## config.mk

```make
export PLATFORM = sky130hd
export DESIGN_NAME = sr_command_driver_flat
export DESIGN_NICKNAME = d
export VERILOG_FILES = /design/src/rtl/sr_pkg.sv /design/src/rtl/sr_command_driver_if.sv /design/src/rtl/async_debounce.sv /design/src/rtl/sr_command_driver.sv /design/src/flat_wrapper.sv
export SDC_FILE = /design/constraint.sdc
export NUM_CORES = 1
export LEC_CHECK = 0
export CAP_MARGIN = 30
export CORE_MARGIN = 5
export CORE_UTILIZATION = 54
export CTS_CLUSTER_DIAMETER = 200
export DETAILED_ROUTE_END_ITERATION = 8
export GPL_TIMING_DRIVEN = 0
export PLACE_DENSITY = 0.83
export SYNTH_ARGS = -nofsm -noshare
export SYNTH_HDL_FRONTEND = slang
export SYNTH_SLANG_ARGS = --single-unit
```

## constraint.sdc

```tcl
create_clock -name CLK -period 1.5 [get_ports CLK]
set_input_delay 0.375 -clock CLK [delete_from_list [all_inputs] [get_ports CLK]]
set_output_delay 0.375 -clock CLK [all_outputs]
set_load 0.005 [all_outputs]
```

## src/rtl/sr_pkg.sv

```systemverilog
// Shared types and parameter defaults for the SR latch command driver.
package sr_pkg;

  typedef enum logic [1:0] {
    IDLE    = 2'd0,
    PULSE_S = 2'd1,
    PULSE_R = 2'd2
  } sr_state_t;

  localparam int unsigned SYNC_STAGES_DEF     = 2;
  localparam int unsigned DEBOUNCE_CYCLES_DEF = 4;
  localparam int unsigned PULSE_CYCLES_DEF    = 2;

endpackage

```

## src/rtl/sr_command_driver_if.sv

```systemverilog
// Button inputs and latch-side outputs of the SR command driver.
interface sr_command_driver_if;
  logic BTN_SET;
  logic BTN_RST;
  logic S;
  logic R;
  logic BUSY;
  logic LATCHED;

  modport master (
    output BTN_SET, BTN_RST,
    input  S, R, BUSY, LATCHED
  );

  modport slave (
    input  BTN_SET, BTN_RST,
    output S, R, BUSY, LATCHED
  );
endinterface

```

## src/rtl/async_debounce.sv

```systemverilog
// Synchronizer plus level debouncer for one raw asynchronous button.
module async_debounce
  import sr_pkg::*;
#(
  parameter int unsigned SYNC_STAGES     = SYNC_STAGES_DEF,
  parameter int unsigned DEBOUNCE_CYCLES = DEBOUNCE_CYCLES_DEF
) (
  input  logic CLK,
  input  logic nReset,
  input  logic din,
  output logic stable,
  output logic rise
);

  localparam int unsigned CNT_W = $clog2(DEBOUNCE_CYCLES + 1);

  logic [SYNC_STAGES-1:0] sync_q, sync_d;
  logic [CNT_W-1:0]       cnt_q, cnt_d;
  logic                   stable_q, stable_d;
  logic                   rise_q, rise_d;
  logic                   sync_c;

  assign sync_c = sync_q[SYNC_STAGES-1];

  // Shift chain, persistence counter and one-cycle press strobe.
  always_comb begin
    sync_d   = {sync_q[SYNC_STAGES-2:0], din};
    cnt_d    = '0;
    stable_d = stable_q;
    rise_d   = 1'b0;
    if (sync_c != stable_q) begin
      if (cnt_q == CNT_W'(DEBOUNCE_CYCLES - 1)) begin
        stable_d = sync_c;
        rise_d   = sync_c;
      end else begin
        cnt_d = cnt_q + CNT_W'(1);
      end
    end
  end

  // State registers, cleared asynchronously.
  always_ff @(posedge CLK or negedge nReset) begin
    if (!nReset) begin
      sync_q   <= '0;
      cnt_q    <= '0;
      stable_q <= 1'b0;
      rise_q   <= 1'b0;
    end else begin
      sync_q   <= sync_d;
      cnt_q    <= cnt_d;
      stable_q <= stable_d;
      rise_q   <= rise_d;
    end
  end

  assign stable = stable_q;
  assign rise   = rise_q;

endmodule

```

## src/rtl/sr_command_driver.sv

```systemverilog
// Turns debounced button presses into exclusive fixed-width S/R pulses.
module sr_command_driver
  import sr_pkg::*;
#(
  parameter int unsigned SYNC_STAGES     = SYNC_STAGES_DEF,
  parameter int unsigned DEBOUNCE_CYCLES = DEBOUNCE_CYCLES_DEF,
  parameter int unsigned PULSE_CYCLES    = PULSE_CYCLES_DEF
) (
  input logic                 CLK,
  input logic                 nReset,
  sr_command_driver_if.slave  bus
);

  localparam int unsigned PCNT_W = $clog2(PULSE_CYCLES + 1);

  logic set_stable, set_rise;
  logic rst_stable, rst_rise;
  logic unused_stable;

  sr_state_t          state_q, state_d;
  logic [PCNT_W-1:0]  pcnt_q, pcnt_d;
  logic               s_q, s_d;
  logic               r_q, r_d;
  logic               busy_q, busy_d;
  logic               latched_q, latched_d;

  async_debounce #(
    .SYNC_STAGES     (SYNC_STAGES),
    .DEBOUNCE_CYCLES (DEBOUNCE_CYCLES)
  ) u_db_set (
    .CLK    (CLK),
    .nReset (nReset),
    .din    (bus.BTN_SET),
    .stable (set_stable),
    .rise   (set_rise)
  );

  async_debounce #(
    .SYNC_STAGES     (SYNC_STAGES),
    .DEBOUNCE_CYCLES (DEBOUNCE_CYCLES)
  ) u_db_rst (
    .CLK    (CLK),
    .nReset (nReset),
    .din    (bus.BTN_RST),
    .stable (rst_stable),
    .rise   (rst_rise)
  );

  // Debounced levels are only needed as press strobes here.
  assign unused_stable = set_stable ^ rst_stable;

  // Next-state and registered-output logic; reset press wins a tie.
  always_comb begin
    state_d   = state_q;
    pcnt_d    = pcnt_q;
    s_d       = s_q;
    r_d       = r_q;
    latched_d = latched_q;
    unique case (state_q)
      IDLE: begin
        pcnt_d = '0;
        s_d    = 1'b0;
        r_d    = 1'b0;
        if (rst_rise) begin
          state_d = PULSE_R;
          r_d     = 1'b1;
          pcnt_d  = PCNT_W'(1);
        end else if (set_rise) begin
          state_d = PULSE_S;
          s_d     = 1'b1;
          pcnt_d  = PCNT_W'(1);
        end
      end
      PULSE_S: begin
        if (pcnt_q == PCNT_W'(PULSE_CYCLES)) begin
          state_d   = IDLE;
          s_d       = 1'b0;
          pcnt_d    = '0;
          latched_d = 1'b1;
        end else begin
          pcnt_d = pcnt_q + PCNT_W'(1);
        end
      end
      PULSE_R: begin
        if (pcnt_q == PCNT_W'(PULSE_CYCLES)) begin
          state_d   = IDLE;
          r_d       = 1'b0;
          pcnt_d    = '0;
          latched_d = 1'b0;
        end else begin
          pcnt_d = pcnt_q + PCNT_W'(1);
        end
      end
      default: begin
        state_d = IDLE;
        s_d     = 1'b0;
        r_d     = 1'b0;
        pcnt_d  = '0;
      end
    endcase
    busy_d = s_d | r_d;
  end

  // FSM and output registers; reset kills any pulse immediately.
  always_ff @(posedge CLK or negedge nReset) begin
    if (!nReset) begin
      state_q   <= IDLE;
      pcnt_q    <= '0;
      s_q       <= 1'b0;
      r_q       <= 1'b0;
      busy_q    <= 1'b0;
      latched_q <= 1'b0;
    end else begin
      state_q   <= state_d;
      pcnt_q    <= pcnt_d;
      s_q       <= s_d;
      r_q       <= r_d;
      busy_q    <= busy_d;
      latched_q <= latched_d;
    end
  end

  assign bus.S       = s_q;
  assign bus.R       = r_q;
  assign bus.BUSY    = busy_q;
  assign bus.LATCHED = latched_q;

endmodule
```

## src/flat_wrapper.sv

```systemverilog
// flat-port wrapper written by rule: the top's interface ports become plain ports
module sr_command_driver_flat import sr_pkg::*;
#(
  parameter int unsigned SYNC_STAGES     = SYNC_STAGES_DEF,
  parameter int unsigned DEBOUNCE_CYCLES = DEBOUNCE_CYCLES_DEF,
  parameter int unsigned PULSE_CYCLES    = PULSE_CYCLES_DEF
)
  (CLK, nReset, bus_BTN_SET, bus_BTN_RST, bus_S, bus_R, bus_BUSY, bus_LATCHED);
  sr_command_driver_if bus_i ();
  input logic CLK;
  input logic nReset;
  input wire logic [$bits(bus_i.BTN_SET)-1:0] bus_BTN_SET;
  input wire logic [$bits(bus_i.BTN_RST)-1:0] bus_BTN_RST;
  output wire logic [$bits(bus_i.S)-1:0] bus_S;
  output wire logic [$bits(bus_i.R)-1:0] bus_R;
  output wire logic [$bits(bus_i.BUSY)-1:0] bus_BUSY;
  output wire logic [$bits(bus_i.LATCHED)-1:0] bus_LATCHED;
  assign bus_i.BTN_SET = bus_BTN_SET;
  assign bus_i.BTN_RST = bus_BTN_RST;
  assign bus_S = bus_i.S;
  assign bus_R = bus_i.R;
  assign bus_BUSY = bus_i.BUSY;
  assign bus_LATCHED = bus_i.LATCHED;
  sr_command_driver #(.SYNC_STAGES(SYNC_STAGES), .DEBOUNCE_CYCLES(DEBOUNCE_CYCLES), .PULSE_CYCLES(PULSE_CYCLES)) u_core (.CLK(CLK), .nReset(nReset), .bus(bus_i));
endmodule
```

Yosys cells after proc, flatten, opt, wreduce, memory -nomap -nowiden
Cells that the tools add are included.
{"block": "word_totals", "output_inout_bits": 4, "in_bits": 4, "regBits": 22, "latch_bits": 0, "mem_bits_ro": 0, "ram_bits": 0, "memories": 0, "wordCells": 62}
{"block": "classes", "mux": 26, "div_mod_pow": 0, "shift": 0, "multipliers": 0, "n_bitwise": 1, "n_reduce_logical": 7, "n_addsub": 3, "eq_ne": 11, "order_cmp": 0}
{"op": "$mux 1", "n": 12}
{"op": "$mux 3", "n": 4}
{"op": "$mux 2", "n": 5}
{"op": "$pmux 2 s2", "n": 2}
{"op": "$add 3x1->3 const B", "n": 2}
{"op": "$eq 3x2->1 const B", "n": 2}
{"op": "$ne 2x1->1 const B", "n": 3}
{"op": "$pmux 1 s3", "n": 2}
{"op": "$reduce_and 2->1", "n": 3}
{"op": "$eq 2x2->1 const B", "n": 2}
{"op": "$ne 3x3->1 const B", "n": 1}
{"op": "$reduce_and 3->1", "n": 1}
{"op": "$add 2x1->2 const B", "n": 1}
{"op": "$eq 2x1->1 const B", "n": 1}
{"op": "$logic_not 2->1", "n": 1}
{"op": "$ne 1x1->1", "n": 2}
{"op": "$pmux 1 s2", "n": 1}
{"op": "$reduce_bool 2->1", "n": 1}
{"op": "$reduce_or 2->1", "n": 1}
{"op": "$or 1x1->1", "n": 1}

Depth between registers and ports, before layout
{"block": "depth", "word_depth": 4, "ltp_mapped": 5}

Cells and area by module
From an unflattened synthesis, not the netlist that was laid out.
{"block": "hier_totals", "hier_cells": 68, "area_unflattened_um2": 933.4}
{"module": "async_debounce", "area_each_um2": 256.5, "cells_each": 15, "n_inst": 2}
{"module": "sr_command_driver", "area_each_um2": 420.4, "cells_each": 38, "n_inst": 1}

Least setup slack after synthesis
OpenSTA, ideal clock, no wires.
{"block": "synth_path", "path_kind": "register to register", "start": "reg u_core.state_q[0]", "end": "reg u_core.pcnt_q[0]", "path_slack_ns": 0.195, "synth_period_minus_slack_ns": 1.305, "path_buffers": 0, "required_time_ns": 1.423, "setup_ns": 0.077, "t_arrival_ns": 1.227, "stages_incl_launch_ff": 6, "cell_sequence": "dfrtp_1 inv_1 ha_1 inv_2 or3_1 a21oi_1"}
{"block": "synth_via", "elab_chain_cells": 3, "elab_cells_between_ends": 5, "cone_classes": "2 x eq/ne; 1 x mux; 2 x reduce/logical"}
{"item": "from (decl)", "line": "sr_command_driver.sv:20", "source": "sr_state_t state_q, state_d;"}
{"item": "from (signal assigned)", "line": "sr_command_driver.sv:114", "source": "state_q <= state_d;"}
{"item": "$eq 2x1->1 or $eq 2x2->1 (tied branches)", "line": "sr_command_driver.sv:59", "source": "unique case (state_q)"}
{"item": "$reduce_or 2->1 (no line)"}
{"item": "$pmux 2 s2 *", "line": "sr_command_driver.sv:59"}
{"item": "named net u_core.pcnt_d[0]", "line": "sr_command_driver.sv:21", "source": "logic [PCNT_W-1:0] pcnt_q, pcnt_d;"}
{"item": "to (signal assigned)", "line": "sr_command_driver.sv:115", "source": "pcnt_q <= pcnt_d;"}
{"item": "to (decl)", "line": "sr_command_driver.sv:21"}
The timed path passes the listed nets; every way through them passes the cells marked *.
A chain may end at the register's enable or synchronous reset.

Final worst setup path
Ends and elaborated chain as after synthesis.

==> metrics.md <==
| Metric | Value |
|---|---|
| WP data arrival | `1.66 ns` |
| N_diodes | `0` |
| Yosys cell types | `23` |
| Vias in the first global route | `601` |
| Final Max Slew Viols | `0` |
| CP cell instances | `inv_1 > ha_1 > inv_2 > or3_1 > a21oi_2` |
| Final instance area | `about 0.0011 mm²` |
| Final Setup Violations | `0` |
| TritonCTS clock tree | `built` |
| Synth-to-layout area growth | `19.45%` |
| Skew final | `0.002713 ns` |
| Post-DR wirelength/cell | `13.24 µm` |
| Internal | `1.110 mW` |
| Final Cycle Share | `95.17%` |
| Max-Cap Viols | `0` |
| Syn Nets | `80` |
| Switching power | `about 430 µW` |
| Crit path buffers/inverters | `2` |
| R2R Setup Slk | `slightly above 0.07 ns` |
| Setup CP Type | `flip-flop to flip-flop` |
| Family with the most delay on the worst path | `flip-flops` |
| Hold Vio Cnt, Final | `0` |
| Initial Util | `58.59%` |
| Top post-synthesis cells by area | `dfrtp_1 (60%), ha_1 (8.2%), nor2b_1 (3.4%), nor3b_1 (3.3%), and3b_1 (2.9%)` |
| GRT Total Usage | `12.58%` |
| Worst-Skew Late Latency | `0.29 ns` |
| Post-Place Cells | `93` |
| Met2 Track Usage GR | `22.75%` |
| Largest net degree at the start of global routing | `23` |
| Total CTS buffers | `3` |
| Vias per cell | `between 5 and 6` |
| CTS root buf | `clkbuf_4` |
| Fmax | `0.7005 GHz` |
| Grt met3 use | `2.907%` |
| Die Y | `51.13 µm` |
| Min Tclk post-route | `between 1 and 1.5 ns` |
| Most crowded layer after global routing | `met2` |
| Power per cell area | `1416 mW/mm²` |
| Nets | `98` |
| Port buffer count | `7` |
| Post-Route WL | `1364 µm` |
| CP Launch Type | `flip-flop` |
| Drt first pass iters | `4` |
| Worst-path fanout max | `6` |
| H-tree depth | `1` |
| Power share of the clock group | `20.0%` |
| Outcome | `complete, no violations` |
| Core area | `0.001559 mm²` |
| Post-synthesis sequential area ratio | `60.27%` |
| Clk slew on worst S/H paths | `~0.11 ns` |
| Worst reg2reg startpoint | `u_core.state_q[0]` |
| Combinational Power Share | `28.5%` |
| Sequential share of power | `51.5%` |
| Cell leakage power | `0.5330 nW` |
| Hold_buf cts | `0` |
| R2R Path End | `u_core.pcnt_q[0]` |
| Met1 GRT Util | `14.07%` |
| CP max-delay cell | `dfrtp_1` |
| Layout fillers | `120` |
| Initial antenna violation count | `0` |
| Worst Tran Pin Value | `approximately 0.28 ns` |
| HPWL Detailed | `roughly 1000 µm` |
| Vias | `583` |
| Post-synth top area cell | `dfrtp_1` |
| ANT nets after route | `0` |
| RSZ-0062 raised after global routing | `false` |
| Yosys reg bits | `22` |
| Switching share of total power | `roughly 28%` |
| Multi-input logic area | `355.3 µm²` |
| Max Root-Sink Buffers | `2` |
| Proportion of layout cells with a drive suffix above 1 | `18.39%` |
| Io pins | `8` |
| Final Non-Filler Cells | `103` |
| Min-delay worst type | `input port to async pin` |
| Die Width | `51.13 µm` |
| Post-route DRC | `0` |
| First-pass GRT wire length | `2511 µm` |
| R2R depth | `5` |
| Synthesized area | `913.4 µm²` |
| Placed Area | `0.001003 mm²` |
| Syn Area/Cell | `between 10 and 15 µm²` |
| Post-Synthesis Cells | `70` |
| Final GP Congestion | `0.7769` |
| Crit end category | `flip-flop` |
| Num rows | `14` |
| Max incr delay on CP | `0.39 ns` |
| Syn. warnings | `0` |
| Share of the synthesized area in the top cell type | `60.27%` |
| Die area | `0.002614 mm²` |
| Iter 0 DRT Violations | `1` |
| Worst Path Required | `1.73 ns` |
| Clk sink count | `22` |
| Remaining Overflow, GRT | `0` |
| Seq. cell area | `550.5 µm²` |
| Rel. slew slack | `81.48%` |
| Setup TNS | `0 ns` |
| Worst ir drop on vdd | `~0.91 mV` |
-- placed cells by master (no fill, tap or decap), types with 3 or more instances in the layout --
cell type and count:
dfrtp_1 22, ha_1 6, nor2b_1 5, buf_4 5
nor3b_1 4, dlygate4sd2_1 4, and3b_1 3, nor2_1 3
a21oi_1 3, o21ai_0 3, clkbuf_4 3, clkdlybuf4s50_1 3
-- what timing repair did --
| item | CTS | global route |
|---|---|---|
| pin swaps | 0 | 0 |
| gates resized for setup | 4 | 1 |
| endpoints found under the setup margin | 4 | 1 |
| buffers inserted | 3 | 2 |
| gates cloned | 0 | 0 |
-- state kept, by name, indices dropped and copies added, names as in the netlist --
| register | count |
|---|---|
| u_core.bus.LATCHED | 1 |
| u_core.u_db_rst.stable | 1 |
| u_core.u_db_set.stable | 1 |
| u_core.u_db_rst.rise | 1 |
| u_core.bus.R | 1 |
| u_core.pcnt_q | 2 |
| u_core.u_db_set.sync_q | 2 |
| u_core.u_db_rst.cnt_q | 3 |
| u_core.u_db_set.cnt_q | 3 |
| u_core.bus.S | 1 |
| u_core.bus.BUSY | 1 |
| u_core.u_db_set.rise | 1 |
| u_core.u_db_rst.sync_q | 2 |
| u_core.state_q | 2 |
-- power by group through the flow --
| stage | registers (mW) | logic, mW | clock network (mW) |
|---|---|---|---|
| after floorplan | 0.795 | 0.290 | 0 |
| after global placement | 0.800 | 0.389 | 0 |
| after detailed placement | 0.812 | 0.411 | 0 |
| after CTS | 0.794 | 0.425 | 0.319 |
| after global routing | 0.816 | 0.495 | 0.357 |
| final | 0.795 | 0.440 | 0.309 |
-- synth_stat cells, drive strengths merged --
cell	n
a21oi	4
a22o	1
a2bb2oi	2
a311oi	1
a31oi	1
and2	1
and3b	3
dfrtp	22
ha	6
inv	3
mux2	2
nand2	1
nand2b	1
nor2	3
nor2b	5
nor3	2
nor3b	4
nor4b	1
o21ai	3
o22ai	1
or3	1
xnor2	2
-- stage by stage --
stage	setup slack, ns	utilization [%]	hold WS, ns	power (mW)
finish	0.07241	69.98	0.2802	1.545
detailed placement	-0.05331	64.37	0.3379	1.223
global placement	-0.04170	64.37	0.3355	1.190
CTS	0.04868	67.82	0.3689	1.537
global route	0.006265	69.98	0.2703	1.668
floorplan	0.1951	-	0.07941	1.085
-- final cells by class --
type,count,area share (%)
well taps,16,1.835
flip-flops and latches,22,50.46
inverters,3,1.032
multi-input cells,45,32.57
clock buffers,4,3.326
repair buffers,13,10.78
-- worst max-delay path by stage --
stage / endpoint / cells past startpoint / startpoint
2_1_floorplan: u_core.pcnt_q[0] / 5 / u_core.state_q[0]
3_3_place_gp: u_core.u_db_set.cnt_q[1] / 1 / nReset
3_5_place_dp: u_core.u_db_set.stable / 1 / nReset
4_1_cts: u_core.pcnt_q[0] / 5 / u_core.state_q[1]
5_1_grt: u_core.pcnt_q[0] / 5 / u_core.state_q[1]
6_report: u_core.pcnt_q[0] / 5 / u_core.state_q[0]
-- kinds of logic after synthesis --
| kind of cell | Yosys count | share of synthesized area, % |
|---|---|---|
| flops | 22 | 60.27 |
| fa+ha+maj | 6 | 8.219 |
| buf+inv | 3 | 1.233 |
| compound gates | 13 | 9.727 |
| simple gates | 22 | 16.17 |
| mux | 2 | 2.466 |
| xor+xnor | 2 | 1.918 |
-- metal layers --
layer	wire (µm)	part of all wire, %
met1	618	45
met2	688	50
met3	57	4.2
met4	0	0
met5	0	0
Note: power is estimated with default switching activity, not from simulation.
